[config.mk]
export PLATFORM = sky130hd
export DESIGN_NAME = pow2_deser
export DESIGN_NICKNAME = d
export VERILOG_FILES = /design/src/rtl/pow2_deser.sv
export SDC_FILE = /design/constraint.sdc
export NUM_CORES = 1
export LEC_CHECK = 0
export ABC_AREA = 0
export CAP_MARGIN = 25
export CORE_UTILIZATION = 45
export DETAILED_ROUTE_END_ITERATION = 16
export PLACE_DENSITY = 0.68
export REMOVE_ABC_BUFFERS = 1
export SLEW_MARGIN = 15
export SYNTH_ARGS = -nofsm -noshare
export SYNTH_HDL_FRONTEND = slang
export SYNTH_SLANG_ARGS = --single-unit
[constraint.sdc]
create_clock -name clk -period 15 [get_ports clk]
set_clock_uncertainty 0.2 [all_clocks]
set_input_delay 3.75 -clock clk [delete_from_list [all_inputs] [get_ports clk]]
set_output_delay 3.75 -clock clk [all_outputs]
set_load 0.005 [all_outputs]
[src/rtl/pow2_deser.sv]
// Serial-to-parallel frame assembler with power-of-two classification and
// saturating frame statistics; feeds the downstream one-hot detector.
module pow2_deser #(
  parameter  int W     = 8,
  parameter  int CNT_W = 16,
  localparam int EW    = $clog2(W)
) (
  input  logic             clk,
  input  logic             rst_n,
  input  logic             bit_in,
  input  logic             bit_valid,
  input  logic             sof,
  input  logic             clear,
  output logic [0:W-1]     word_out,
  output logic             word_valid,
  output logic             is_pow2,
  output logic [EW-1:0]    exp_out,
  output logic             frame_err,
  output logic [CNT_W-1:0] word_count,
  output logic [CNT_W-1:0] pow2_count
);

  typedef enum logic {IDLE, SHIFT} state_t;

  localparam logic [EW-1:0] LAST_IDX = EW'(W - 1);

  state_t             state_q, state_d;
  logic [EW-1:0]      idx_q, idx_d;
  logic [0:W-1]       buf_q, buf_d;
  logic [0:W-1]       frame;
  logic               done;
  logic               err_d;
  logic [EW:0]        cls;

  logic [0:W-1]       word_q;
  logic               word_valid_q;
  logic               is_pow2_q;
  logic [EW-1:0]      exp_q;
  logic               frame_err_q;
  logic [CNT_W-1:0]   word_count_q;
  logic [CNT_W-1:0]   pow2_count_q;

  // Returns {is_pow2, index}; the population count saturates at 2 since only
  // "exactly one" matters.
  function automatic logic [EW:0] classify(input logic [0:W-1] f);
    logic [1:0]    cnt;
    logic [EW-1:0] pos;
    cnt = 2'd0;
    pos = '0;
    for (int i = 0; i < W; i++) begin
      if (f[i]) begin
        if (cnt != 2'd2) cnt = cnt + 2'd1;
        pos = EW'(i);
      end
    end
    if (cnt == 2'd1) return {1'b1, pos};
    else             return '0;
  endfunction

  function automatic logic [CNT_W-1:0] sat_inc(input logic [CNT_W-1:0] v);
    return (&v) ? v : v + CNT_W'(1);
  endfunction

  always_comb begin
    state_d = state_q;
    idx_d   = idx_q;
    buf_d   = buf_q;
    frame   = buf_q;
    done    = 1'b0;
    err_d   = 1'b0;
    if (clear) begin
      state_d = IDLE;
      idx_d   = '0;
      buf_d   = '0;
    end else if (bit_valid) begin
      case (state_q)
        IDLE: begin
          if (sof) begin
            buf_d    = '0;
            buf_d[0] = bit_in;
            idx_d    = EW'(1);
            state_d  = SHIFT;
          end
        end
        SHIFT: begin
          if (sof) begin
            // Abort the partial frame; the sof bit starts the new one.
            buf_d    = '0;
            buf_d[0] = bit_in;
            idx_d    = EW'(1);
            err_d    = 1'b1;
          end else begin
            buf_d[idx_q] = bit_in;
            if (idx_q == LAST_IDX) begin
              frame   = buf_d;
              done    = 1'b1;
              idx_d   = '0;
              state_d = IDLE;
            end else begin
              idx_d = idx_q + EW'(1);
            end
          end
        end
        default: state_d = IDLE;
      endcase
    end
  end

  assign cls = classify(frame);

  always_ff @(posedge clk or negedge rst_n) begin
    if (!rst_n) begin
      state_q      <= IDLE;
      idx_q        <= '0;
      buf_q        <= '0;
      word_q       <= '0;
      word_valid_q <= 1'b0;
      is_pow2_q    <= 1'b0;
      exp_q        <= '0;
      frame_err_q  <= 1'b0;
      word_count_q <= '0;
      pow2_count_q <= '0;
    end else begin
      state_q      <= state_d;
      idx_q        <= idx_d;
      buf_q        <= buf_d;
      word_valid_q <= done;
      frame_err_q  <= err_d;
      if (clear) begin
        word_q       <= '0;
        is_pow2_q    <= 1'b0;
        exp_q        <= '0;
        word_count_q <= '0;
        pow2_count_q <= '0;
      end else if (done) begin
        word_q       <= frame;
        is_pow2_q    <= cls[EW];
        exp_q        <= cls[EW-1:0];
        word_count_q <= sat_inc(word_count_q);
        if (cls[EW]) pow2_count_q <= sat_inc(pow2_count_q);
      end
    end
  end

  assign word_out   = word_q;
  assign word_valid = word_valid_q;
  assign is_pow2    = is_pow2_q;
  assign exp_out    = exp_q;
  assign frame_err  = frame_err_q;
  assign word_count = word_count_q;
  assign pow2_count = pow2_count_q;

endmodule

==> impl_results.md <==
- Outcome: completed
- Max Cap Violations: 0
- Clock Sinks: 58
- CTS tree: done
- Placed insts: 556
- Clock buffer depth: 2
- Final wirelength: 8820 µm
- Worst vdd ir: around 62 µV
- Worst EP arrival: 9400 ps
- Routed vias: 3,331
- Post-synth EDFFs: 0
- IO Port Bufs: 51
- Yosys reg bits: 58
- Maximum fanout along the worst path: 22
- Diodes inserted: 0
- Final period util: 62.5%
- Fmax: about 0.11 GHz
- DP HPWL: around 6000 µm
- Minimum clock period: 9380 ps
- TritonRoute pass-1 iters: 4
- Most frequent cells in the layout: dfrtp_1 (58), nor2_1 (53), clkdlybuf4s50_1 (49)
- Endpoint type of the worst setup path: flop
- Pin count of the biggest net entering global routing: between 50 and 60
- Met2 WL: 4170 µm
- Worst-Skew Late Latency: 340 ps
- Startpoint Class: input pin
- WL met3: 403 µm
- Warnings, synthesis: 0
- Worst Max-Slew Pin Slew: approximately 830 ps
- DRC viols: 0
- DR vias/cell: 5.82
- Slew headroom: 43.4%
- Max-slew violation count: 0
- Post-route insts no fill: 572
- Area Overhead vs Synth: 20.0%
- Chip height: 93.8 µm
- Initial drt markers: 213
- Share of layout cells above drive strength 1: 8.57%
- CTS clk-pin slew, worst paths: 70 ps
- Setup Fix Bufs, Post-CTS: 0
- Starting Density: 46.4%
- Setup TNS: 0 ps
- Critical Path, Cell by Cell: clkdlybuf4s50_1 > and4b_4 > nand2_1 > nor2_1 > nand2_1 > o21ai_0 > inv_1 > ha_1 > nor4_2 > o21ai_1 > a211o_1 > a221o_1 > o41ai_2 > inv_1 > ha_1 > nor3b_1 > a31oi_2 > buf_6 > nor4_1 > mux2_1
- Mapped cell area: 3800 µm²
- RSZ-0062 raised after global routing: false
- Wire length per cell: 15.4 µm
- Vias in the first global route: 3,096
- Hold buffer count at cts: 0
- DIE AREA: 8810 µm²
- GR Util All Layers: 21.5%
- Fillers: 744
- Crit-path slowest cell: and4b_4
- Detail Route Antenna Nets: 0
- Pwr dens: ~73 nW/µm²
- Placer Congestion: about 0.82
- Area of the core: between 8000 and 9000 µm²
- Die width: 93.8 µm
- Synth cell types: 75
- Global-route wire length before repair: ~15,000 µm
- Worst hold-check path type: flop to flop
- Total power: 0.330 mW
- Leakage power: 1.88 nW
- Clock buffer count from CTS: 9
- Critical path class: input pin to flop
- Async set or reset register ratio after synthesis: 100%
- Commonest non-fill, non-tap cell in the layout: dfrtp_1
- Grt ovf: 0
- Post-synthesis sequential area ratio: 38.2%
- Final Cell Area: 4550 µm²
- Critical path required time: 15,020 ps
- Root Driver: clkbuf_8
- DRT met1 WL: 4160 µm
- Worst Path Buf+Inv: 4
- H-tree depth: 3
- Final setup fails: 0
- Nets@finish: 478
- Syn avg cell area: about 9.1 µm²
- Critical path's largest stage delay: around 600 ps
- Dpl cell area: about 4300 µm²
- Top routing layer in use: met4
- Row cnt: 33
- I/O pins: 52
- Initial antenna violation count: 0
- Post-Syn Instances: 418
- Fin. Hold Viols: 0
- Top_reg_cell synth: dfrtp_1
- CP delay by family, top: simple AND/OR/NAND/NOR gates
- CTS resizes: 0
==> path summary, 6_finish.rpt <==
path,from,to,slack (ps),cells past startpoint
setup / recovery,sof,pow2_count[13]$_DFFE_PN0P_,5620,20
max in group asynchronous,rst_n,buf_q[5]$_DFFE_PN0P_,10740,2
setup reg to reg,idx_q[0]$_DFFE_PN0P_,pow2_count[13]$_DFFE_PN0P_,8630,21
hold / removal,is_pow2$_DFFE_PN0P_,is_pow2$_DFFE_PN0P_,290,1
min in group asynchronous,rst_n,pow2_count[7]$_DFFE_PN0P_,3350,2
hold reg to reg,is_pow2$_DFFE_PN0P_,is_pow2$_DFFE_PN0P_,290,1
==> synth_stat cells (all sizes together) (4+ instances only) <==
cell type	instances	area [µm²]
nor4	5	37.5
dfrtp	58	1450
o31ai	5	37.5
nand2	31	116
nor2b	10	62.6
nor3	9	50.1
nand4	10	62.6
xor2	12	105
nand3	14	70.1
a21oi	23	115
a22o	5	43.8
ha	9	113
o211ai	4	30.0
or4	4	30.0
o21ai	16	83.8
o22ai	8	50.1
buf	14	85.1
nor3b	4	35.0
a21boi	4	30.0
and3	12	75.1
xnor2	4	35.0
mux2i	13	130
or3	5	31.3
clkbuf	7	26.3
a211oi	10	75.1
nor2	54	205
o21a	5	37.5
inv	15	56.3
mux2	7	82.6
==> power by group <==
part | switching [mW] | internal [mW]
combinational | 0.0150 | 0.00704
clock | 0.0606 | 0.0892
sequential | 0.00141 | 0.157
==> cell type report <==
cell class,instances,area (µm²),area share [%]
multi-input cells,324,2180,47.8
flip-flops and latches,58,1450,31.9
repair buffers,55,534,11.7
clock buffers,13,169,3.71
well taps,105,131,2.88
inverters,15,56.3,1.24
clock inverters,2,35.0,0.769
==> cell families after synthesis <==
logic type,after synthesis,synth area share (%)
compound gates,107,20.2
xor+xnor,16,3.69
fa+ha+maj,9,2.97
buf+inv,36,4.42
flops,58,38.2
mux,20,5.60
simple gates,172,24.9
==> per-stage QoR <==
| stage | util, % | setup WS (ps) | hold WS (ps) |
|---|---|---|---|
| final | 55.7 | 5620 | 289 |
| after global routing | 55.7 | 5180 | 316 |
| after CTS | 55.6 | 5520 | 289 |
| after detailed placement | 53.1 | 5190 | 274 |
| after global placement | 53.1 | 5420 | 282 |
| after floorplan | - | 6610 | 266 |
==> registers in the layout (all words and copies together) (netlist names) <==
| signal | flops |
|---|---|
| buf_q | 8 |
| exp_out | 3 |
| pow2_count | 16 |
| word_valid | 1 |
| is_pow2 | 1 |
| idx_q | 3 |
| state_q | 1 |
| word_out | 8 |
| word_count | 16 |
| frame_err | 1 |
==> metal layers <==
| metal | track usage, % | vias up |
|---|---|---|
| met5 | 0 | - |
| met4 | 5.64 | 0 |
| met3 | 5.50 | 9 |
| met2 | 34.5 | 98 |
| met1 | 28.9 | 1583 |
| li1 | - | 1641 |
Note: power is estimated with default switching activity, not from simulation.
